<file path="src/rtl/lsu_align_stage.sv">
// Converts byte-addressed RISC-V load/store requests into word-aligned LSU requests and extends load data.
// Optional misalignment rejection is enabled by defining LSU_ALIGN_MISALIGN_CHECK_EN.
module lsu_align_stage #(
  parameter int ADDR_W        = 32,
  parameter bit ZERO_LOW_BITS = 1'b1
) (
  input  logic              clock_i,
  input  logic              reset_i,
  input  logic              req_valid_i,
  output logic              req_ready_o,
  input  logic [ADDR_W-1:0] req_addr_i,
  input  logic [31:0]       req_wdata_i,
  input  logic              req_wen_i,
  input  logic [2:0]        req_funct3_i,
  output logic              resp_valid_o,
  input  logic              resp_ready_i,
  output logic [31:0]       resp_rdata_o,
  output logic              resp_err_o,
  output logic              mem_valid_o,
  output logic [ADDR_W-1:0] mem_addr_o,
  output logic [31:0]       mem_wdata_o,
  output logic [3:0]        mem_wmask_o,
  output logic              mem_wen_o,
  input  logic              mem_ready_i,
  input  logic [31:0]       mem_rdata_i
);

  typedef enum logic [1:0] {IDLE, ISSUE, RESP} state_t;

  state_t            state_q, state_d;
  logic              mem_valid_q, mem_valid_d;
  logic [ADDR_W-1:0] mem_addr_q, mem_addr_d;
  logic [31:0]       mem_wdata_q, mem_wdata_d;
  logic [3:0]        mem_wmask_q, mem_wmask_d;
  logic              mem_wen_q, mem_wen_d;
  logic [31:0]       resp_rdata_q, resp_rdata_d;
  logic              resp_err_q, resp_err_d;
  logic [1:0]        off_q, off_d;
  logic [2:0]        f3_q, f3_d;
  logic              wen_q, wen_d;

  logic [1:0]  off;
  logic        f3_ok, misalign;
  logic [3:0]  base_mask;
  logic [31:0] sh, ext;

  assign off = req_addr_i[1:0];

  always_comb begin
    f3_ok = 1'b0;
    case (req_funct3_i)
      3'b000, 3'b001, 3'b010: f3_ok = 1'b1;
      3'b100, 3'b101:         f3_ok = ~req_wen_i;
      default:                f3_ok = 1'b0;
    endcase
`ifdef LSU_ALIGN_MISALIGN_CHECK_EN
    misalign = ((req_funct3_i[1:0] == 2'b01) && off[0]) ||
               ((req_funct3_i[1:0] == 2'b10) && (off != 2'b00));
`else
    misalign = 1'b0;
`endif
    case (req_funct3_i[1:0])
      2'b00:   base_mask = 4'b0001;
      2'b01:   base_mask = 4'b0011;
      default: base_mask = 4'b1111;
    endcase
  end

  // Load extraction works off the offset/size latched at accept time.
  always_comb begin
    sh = mem_rdata_i >> {off_q, 3'b000};
    case (f3_q)
      3'b000:  ext = {{24{sh[7]}}, sh[7:0]};
      3'b001:  ext = {{16{sh[15]}}, sh[15:0]};
      3'b100:  ext = {24'h0, sh[7:0]};
      3'b101:  ext = {16'h0, sh[15:0]};
      default: ext = sh;
    endcase
  end

  always_comb begin
    state_d      = state_q;
    mem_valid_d  = mem_valid_q;
    mem_addr_d   = mem_addr_q;
    mem_wdata_d  = mem_wdata_q;
    mem_wmask_d  = mem_wmask_q;
    mem_wen_d    = mem_wen_q;
    resp_rdata_d = resp_rdata_q;
    resp_err_d   = resp_err_q;
    off_d        = off_q;
    f3_d         = f3_q;
    wen_d        = wen_q;
    case (state_q)
      IDLE: begin
        if (req_valid_i) begin
          off_d        = off;
          f3_d         = req_funct3_i;
          wen_d        = req_wen_i;
          resp_rdata_d = 32'h0;
          if (!f3_ok || misalign) begin
            resp_err_d = 1'b1;
            state_d    = RESP;
          end else begin
            resp_err_d  = 1'b0;
            state_d     = ISSUE;
            mem_valid_d = 1'b1;
            mem_addr_d  = ZERO_LOW_BITS ? {req_addr_i[ADDR_W-1:2], 2'b00} : req_addr_i;
            mem_wen_d   = req_wen_i;
            mem_wmask_d = req_wen_i ? (base_mask << off) : 4'b0000;
            mem_wdata_d = req_wen_i ? (req_wdata_i << {off, 3'b000}) : 32'h0;
          end
        end
      end
      ISSUE: begin
        if (mem_ready_i) begin
          mem_valid_d  = 1'b0;
          resp_rdata_d = wen_q ? 32'h0 : ext;
          state_d      = RESP;
        end
      end
      RESP: begin
        if (resp_ready_i) state_d = IDLE;
      end
      default: state_d = IDLE;
    endcase
  end

  always_ff @(posedge clock_i) begin
    if (!reset_i) begin
      state_q      <= IDLE;
      mem_valid_q  <= 1'b0;
      mem_addr_q   <= '0;
      mem_wdata_q  <= 32'h0;
      mem_wmask_q  <= 4'b0000;
      mem_wen_q    <= 1'b0;
      resp_rdata_q <= 32'h0;
      resp_err_q   <= 1'b0;
      off_q        <= 2'b00;
      f3_q         <= 3'b000;
      wen_q        <= 1'b0;
    end else begin
      state_q      <= state_d;
      mem_valid_q  <= mem_valid_d;
      mem_addr_q   <= mem_addr_d;
      mem_wdata_q  <= mem_wdata_d;
      mem_wmask_q  <= mem_wmask_d;
      mem_wen_q    <= mem_wen_d;
      resp_rdata_q <= resp_rdata_d;
      resp_err_q   <= resp_err_d;
      off_q        <= off_d;
      f3_q         <= f3_d;
      wen_q        <= wen_d;
    end
  end

  assign req_ready_o  = reset_i && (state_q == IDLE);
  assign resp_valid_o = (state_q == RESP);
  assign resp_rdata_o = resp_rdata_q;
  assign resp_err_o   = resp_err_q;
  assign mem_valid_o  = mem_valid_q;
  assign mem_addr_o   = mem_addr_q;
  assign mem_wdata_o  = mem_wdata_q;
  assign mem_wmask_o  = mem_wmask_q;
  assign mem_wen_o    = mem_wen_q;

endmodule
</file>
<file path="config.mk">
export PLATFORM = sky130hd
export DESIGN_NAME = lsu_align_stage
export DESIGN_NICKNAME = d
export VERILOG_FILES = /design/src/rtl/lsu_align_stage.sv
export SDC_FILE = /design/constraint.sdc
export NUM_CORES = 1
export LEC_CHECK = 0
export BUFFER_PORTS_ARGS = -buffer_cell sky130_fd_sc_hd__buf_2
export CAP_MARGIN = 15
export CORE_MARGIN = 2
export CORE_UTILIZATION = 45
export CTS_BUF_LIST = sky130_fd_sc_hd__clkbuf_4 sky130_fd_sc_hd__clkbuf_8
export DETAILED_ROUTE_END_ITERATION = 8
export PLACE_DENSITY = 0.77
export SLEW_MARGIN = 15
export SYNTH_ARGS = -nofsm -noshare
export SYNTH_HDL_FRONTEND = slang
export SYNTH_SLANG_ARGS = --single-unit
</file>
<file path="constraint.sdc">
create_clock -name clock_i -period 5.2 [get_ports clock_i]
set_input_delay 0.52 -clock clock_i [delete_from_list [all_inputs] [get_ports clock_i]]
set_output_delay 0.52 -clock clock_i [all_outputs]
set_load 0.1 [all_outputs]
</file>
==> results of run 1 <==
==> worst max path at each step <==
| stage | endpoint | slack (ns) |
|---|---|---|
| 2_1_floorplan | req_ready_o | 1.55 |
| 3_3_place_gp | req_ready_o | 2.17 |
| 3_5_place_dp | req_ready_o | 2.18 |
| 4_1_cts | req_ready_o | 2.18 |
| 5_1_grt | req_ready_o | 1.95 |
| 6_report | req_ready_o | 2.16 |
==> Yosys cell counts, types with 3 or more instances <==
cell type / n
a22o_1: 18
buf_1: 4
a32o_1: 8
buf_4: 4
mux2i_1: 40
a32oi_1: 15
nand2b_1: 3
nand3_1: 38
o21ai_0: 71
o2bb2ai_1: 9
nor2b_1: 11
nand3b_1: 9
a211o_1: 7
nand2_1: 77
clkbuf_1: 28
nor3_1: 10
dfxtp_1: 109
a21o_1: 3
a21oi_1: 26
nor2_1: 14
buf_2: 11
==> where the power goes <==
group          switching, mW  internal (mW)  leakage, nW
logic                  0.389          0.115         1.78
registers             0.0263          0.869        0.885
clock network          0.269          0.175       0.0781
==> cell usage in the layout, fill, tap and decap left out, types with 14 or more instances in the layout <==
master,Yosys,final
buf_2,11,207
dfxtp_1,109,109
nand2_1,77,77
o21ai_0,71,71
mux2i_1,40,40
nand3_1,38,38
a21oi_1,26,26
a22o_1,18,18
a32oi_1,15,15
nor2_1,14,14
==> area by class of cell <==
| cell class | count | share of cell area (%) |
|---|---|---|
| inverter | 2 | 0.1261 |
| multi-input combinational | 380 | 39.84 |
| tap | 136 | 2.858 |
| clock buffer | 10 | 2.206 |
| timing repair buffer | 211 | 17.90 |
| sequential | 109 | 36.65 |
| clock inverter | 3 | 0.4203 |
==> stage by stage <==
stage	instance area (µm²)	util [%]	setup slack (ns)	hold WS (ns)	std cells
after floorplan	4795	-	1.551	0.4565	541
after global placement	5798	56.16	2.170	0.4321	838
after detailed placement	5798	56.16	2.185	0.4409	838
after CTS	5954	57.68	2.184	0.3768	851
after global routing	5954	57.68	1.954	0.3820	851
final	5954	57.68	2.156	0.3929	851
==> logic make-up (layout without fill, tap and decap cells) <==
kind of cell / Yosys count / after routing / share of synthesized area (%)
and+or+nand+nor: 171 / 171 / 17.34
AOI/OAI and AO/OA: 166 / 166 / 23.19
DFF: 109 / 109 / 45.55
buffers and inverters: 52 / 226 / 5.014
muxes: 41 / 41 / 8.827
other: 1 / 2 / 0.07827
==> flip-flops by register name, indices dropped and copies added (netlist names), 2 cells and up <==
name,flops
f3_q,3
mem_addr_o,30
mem_wdata_o,32
mem_wmask_o,4
off_q,2
resp_rdata_o,32
state_q,2
==> worst min-delay path, stage by stage <==
cell and delay (ns):
buf_2 0.09, nand2_1 0.04, o21ai_0 0.06
==> per-layer routing <==
metal  up-vias  wire (µm)
met5         -          0
met4         0        363
met3        29        974
met2       198       6331
met1      2167       6019
li1       2284          -
==> run_results.csv, run 1 <==
group,metric,value,unit
floorplan,die_h,107.2,µm
power_and_ir_drop,power_density,309.6,mW/mm²
global_route,top_usage_layer,"met2",
layout,area_delta_synth_final,24.29,%
global_route,grt_pass1_wl,21370,µm
routing,ant_nets,0,
hold_path,min_to,"mem_addr_o[16]",
setup_path,crit_top_cell,"buf_2",
floorplan,num_rows,37,
outcome,status,"complete, no violations",
power_and_ir_drop,power.leakage,2.747,nW
routing,drt_wl_total,13690,µm
timing,finalCritPeriodShare,58.55,%
timing,rsz0062_at_grt,"no",
global_route,overflow,0,
clock_network,clock_path_buffers,2,
synthesis,yosysTopAreaCell,"dfxtp_1",
global_route,grt_usage,23.11,%
clock_network,root_buffer,"clkbuf_8",
floorplan,ios,210,
clock_network,cts_resized,0,
setup_path,critPathArrivalTime,2.52,ns
setup_path,cp_top_family,"buffers and inverters",
flow_run,drv_cap,0,
clock_network,cts-buffers-inserted,9,
synthesis,synth_area_leaders,"dfxtp_1 (46%), mux2i_1 (8.4%), o21ai_0 (7.4%)",
setup_path,reg2reg_depth,3,
global_route,grt_max_degree,74,
hold_path,min_path_type,"input pin to flop",
floorplan,coreArea,0.01032,mm²
layout,nets,818,
timing,fin_tns_setup,0,ns
clock_network,clk_latency,0.35,ns
routing,via_count,4678,
floorplan,design.die.area,0.01149,mm²
routing,drc,0,
timing,report.final.hold_viol_count,0,
clock_network,cts_tree,"done",
synthesis,synth_cell_types,43,
routing,dr.pass1.iters,5,
placement,io_buffer_count,207,
setup_path,crit_fanout,73,
setup_path,crit_chain,"buf_2, buf_4, inv_1, nor3_1, buf_2",
synthesis,synth_area_per_cell,8.872,µm²
placement,place_congestion,0.8501,
global_route,met3_usage,3.769,%
setup_path,cp_num_buf_inv,4,
setup_path,path_depth,5,
hold_path,min_path_cells,3,
clock_network,cts.sinks,109,
layout,drive_above_1_share,33.01,%
timing,slew_headroom,26.32,%
setup_path,critPathSlowestCell,"inv_1",
layout,multi_input_area,0.002372,mm²
timing,fmax,328.5,MHz
layout,nFillCells,975,
synthesis,syn_inst,540,
timing,drv_slew,0,
timing,worst_slew_pin_slew,1.099,ns
clock_network,cts.clk_slew.worst_paths,0.10,ns
synthesis,synth_seq_cells,109,
setup_path,critPathKind,"input pin to output pin",
setup_path,timing.rr.end,"resp_rdata_o[17]",
synthesis,syn_area,0.004791,mm²
power_and_ir_drop,vdd_drop_max,0.1883,mV
synthesis,ys_async_sr_fraction,0,%
timing,finalSetupViolCount,0,
global_route,grt_pass1_vias,4364,
layout,ff_latch_area,0.002182,mm²
setup_path,cp_slowest_stage_delay,0.62,ns
setup_path,r2r_start,"off_q[1]",
synthesis,synth-seq-area-share,45.55,%
routing,vias_per_cell,5.497,
clock_network,postCtsSetupBuffers,0,
layout,antenna_cells,0,
setup_path,rrSetupSlack,2.61,ns
clock_network,cts_htree_levels,3,
setup_path,cp.required,4.68,ns
setup_path,setup.worst_path.start,"reset_i",
global_route,antenna_found_initial,0,
floorplan,die_width,107.2,µm
timing,min_period,3.044,ns
global_route,grt.met1_usage,30.54,%
synthesis,synth_flop_cell,"dfxtp_1",
synthesis,synth_edf_count,0,
setup_path,start_kind,"input pin",
synthesis,ys_warn_count,0,
timing,clock_skew,0.009876,ns
routing,routedWlPerCell,16.09,µm
power_and_ir_drop,power,1.843,mW
floorplan,initial_utilization,46.41,%
setup_path,endpoint_kind,"output pin",
placement,dp_hpwl,10120,µm
global_route,grt_use_met2,37.70,%
hold_path,worstHoldStart,"req_addr_i[16]",
synthesis,synth_top_area_share,45.55,%
clock_network,hold_buffers,0,
routing,drt_iter0_drc,316,
No activity file was read; power rests on OpenSTA's default activity.
==> run 2: changes to the inputs <==
--- a/config.mk
+++ b/config.mk
@@ -5,13 +5,14 @@
 export SDC_FILE = /design/constraint.sdc
 export NUM_CORES = 1
 export LEC_CHECK = 0
+export ABC_AREA = 1
 export BUFFER_PORTS_ARGS = -buffer_cell sky130_fd_sc_hd__buf_2
 export CAP_MARGIN = 15
 export CORE_MARGIN = 2
 export CORE_UTILIZATION = 45
 export CTS_BUF_LIST = sky130_fd_sc_hd__clkbuf_4 sky130_fd_sc_hd__clkbuf_8
 export DETAILED_ROUTE_END_ITERATION = 8
-export PLACE_DENSITY = 0.77
+export PLACE_DENSITY = 0.76
 export SLEW_MARGIN = 15
 export SYNTH_ARGS = -nofsm -noshare
 export SYNTH_HDL_FRONTEND = slang
==> constraint.sdc (replaced) <==
create_clock -name clock_i -period 3.01 [get_ports clock_i]
set_input_delay 0.301 -clock clock_i [delete_from_list [all_inputs] [get_ports clock_i]]
set_output_delay 0.301 -clock clock_i [all_outputs]
set_load 0.1 [all_outputs]
==> run 2 against run 1 <==
  * Critical path depth rose by 3
  * Sequential share of layout area down 1.8 points
  * First-iteration DRC count up 31%
  * Synthesized cell count up 37%
  * Utilization shrank 0.12 points
  * Clock skew is 0.0021 ns lower
  * Count of clock-buffer cells in the layout increased by 3
  * Sequential power increased by 74%
  * Critical path type is now flop to flop
  * Highest routed layer is now met5
==> run_results.csv, run 2 <==
group,metric,value,unit
outcome,status,"complete, no violations",
floorplan,num_rows,38,
clock_network,root_buffer,"clkbuf_8",
floorplan,die_h,109.9,µm
global_route,grt_max_degree,39,
clock_network,cts.clk_slew.worst_paths,0.10,ns
placement,place_congestion,0.8705,
timing,clock_skew,0.007815,ns
layout,nets,1024,
clock_network,hold_buffers,0,
synthesis,synth_compound_area_share,16.19,%
clock_network,cts.sinks,109,
routing,vias_per_cell,5.008,
synthesis,synth_edf_count,0,
global_route,top_usage_layer,"met2",
setup_path,critPathKind,"flop to flop",
synthesis,yosysTopAreaCell,"dfxtp_1",
floorplan,die_width,109.9,µm
flow_run,drv_cap,0,
synthesis,ys_async_sr_fraction,0,%
synthesis,synth_area_per_cell,6.810,µm²
layout,final_common_cell,"nand2_1",
clock_network,clock_path_buffers,2,
synthesis,synth_top_family_by_area,"simple AND/OR/NAND/NOR gates",
setup_path,reg2reg_depth,8,
timing,fin_tns_setup,0,ns
synthesis,yosys.cell_count.top_type,"nand2_1",
floorplan,design.die.area,0.01208,mm²
synthesis,ys_warn_count,0,
synthesis,synth_common_cells,"nand2_1 (257), dfxtp_1 (109), nor2_1 (84)",
synthesis,synth_mux_area_share,0,%
timing,fmax,505.6,MHz
synthesis,synth_cell_types,28,
hold_path,min_path_type,"input pin to flop",
layout,finalNonFillerCells,1065,
power_and_ir_drop,power_density,551.6,mW/mm²
clock_network,cts_tree,"done",
setup_path,timing.rr.end,"resp_rdata_o[17]",
timing,finalCritPeriodShare,65.71,%
clock_network,clk_latency,0.36,ns
layout,drive_above_1_share,27.71,%
setup_path,cp.required,3.25,ns
layout,multi_input_area,0.002491,mm²
setup_path,endpoint_kind,"flop",
layout,final_cell_mix,"nand2_1 (257), buf_2 (207), dfxtp_1 (109)",
routing,dr.pass1.iters,5,
global_route,grt_pass1_vias,4838,
synthesis,syn_inst,741,
global_route,grt_usage,24.10,%
timing,drv_slew,0,
placement,io_buffer_count,207,
synthesis,synth_seq_cells,109,
timing,worst_slew_pin_slew,0.6669,ns
setup_path,critPathArrivalTime,2.21,ns
synthesis,synth_area_leaders,"dfxtp_1 (43%), nand2_1 (19%), o21ai_0 (6.9%)",
layout,nFillCells,1126,
power_and_ir_drop,vdd_drop_max,0.4465,mV
setup_path,cp-endpoint,"resp_rdata_o[17]",
clock_network,postCtsSetupBuffers,0,
timing,slew_headroom,55.49,%
synthesis,synth_top_area_share,43.24,%
global_route,grt.met1_usage,29.64,%
layout,ff_latch_area,0.002182,mm²
global_route,antenna_found_initial,2,
timing,finalSetupViolCount,0,
routing,via_count,5334,
clock_network,cts_htree_levels,3,
global_route,met3_usage,6.580,%
synthesis,syn_area,0.005046,mm²
timing,min_period,1.978,ns
setup_path,rrSetupSlack,1.03,ns
synthesis,synth_flop_cell,"dfxtp_1",
routing,drt_iter0_drc,413,
placement,dp_hpwl,10620,µm
layout,area_delta_synth_final,24.20,%
synthesis,synth-seq-area-share,43.24,%
routing,routedWlPerCell,13.68,µm
setup_path,crit_fanout,26,
routing,ant_nets,0,
global_route,grt_pass1_wl,22980,µm
floorplan,ios,210,
synthesis,yosys.area_share.simple,32.98,%
power_and_ir_drop,power.leakage,3.279,nW
timing,rsz0062_at_grt,"no",
floorplan,initial_utilization,46.35,%
setup_path,start_kind,"flop",
placement,place_inst,1048,
routing,drc,0,
floorplan,coreArea,0.01089,mm²
clock_network,cts-buffers-inserted,9,
synthesis,synth_xor_area_share,0,%
setup_path,r2r_start,"off_q[0]",
setup_path,setup.worst_path.start,"off_q[0]",
global_route,overflow,0,
timing,report.final.hold_viol_count,0,
global_route,grt_use_met2,40.97,%
routing,drt_wl_total,14560,µm
clock_network,cts_resized,0,
synthesis,synth_fa_ha_area_share,0,%
## run 2: power breakdown
group	total, mW	switching (mW)	internal (mW)
clock network	0.826	0.472	0.353
logic	1.07	0.851	0.221
registers	1.56	0.0457	1.51
total	3.46	1.37	2.09
## run 2: worst min path at each step
stage | start | end | cells after the start
6_report | req_addr_i[10] | mem_addr_o[10] | 3
5_1_grt | req_addr_i[31] | mem_addr_o[31] | 3
4_1_cts | req_addr_i[10] | mem_addr_o[10] | 3
3_5_place_dp | mem_wen_o | mem_wen_o | 2
3_3_place_gp | mem_wdata_o[10] | mem_wdata_o[10] | 2
2_1_floorplan | wen_q | wen_q | 2
## run 2: cell families after synthesis
family / Yosys count
AND/OR/NAND/NOR: 402
AO/OA/AOI/OAI: 145
flip-flops: 109
buffers and inverters: 84
other: 1
## run 2: worst max-delay path: stages (launching register included)
cell,delay (ns)
dfxtp_1,0.32
buf_4,0.25
inv_1,0.28
nand2_1,0.15
nand3_1,0.11
nand3_2,0.20
nand3_2,0.31
nand2_1,0.15
a21oi_1,0.08
## run 2: area by class of cell
| class | count | area share (%) |
|---|---|---|
| flip-flops and latches | 109 | 34.82 |
| clock inverters | 3 | 0.3394 |
| well taps | 140 | 2.795 |
| inverters | 33 | 1.976 |
| repair buffers | 217 | 17.73 |
| diodes | 1 | 0.03993 |
| multi-input cells | 549 | 39.75 |
| clock buffers | 13 | 2.555 |
## run 2: metrics by stage
step	power, mW	cell area, µm²	hold slack [ns]	worst slack, ns	util, %
after global routing	3.626	6265	0.1530	0.7969	57.54
after CTS	3.490	6265	0.1400	1.041	57.54
after detailed placement	2.661	6083	0.4325	1.040	55.87
after floorplan	2.437	5050	0.4344	0.8923	-
after global placement	2.657	6083	0.4317	1.124	55.87
final	3.457	6267	0.1579	1.032	57.56
## run 2: metal layers
metal / up-vias / wire length [µm]
li1: 2735 / -
met1: 2383 / 6202
met2: 192 / 6962
met3: 22 / 1163
met4: 2 / 221
met5: - / 13
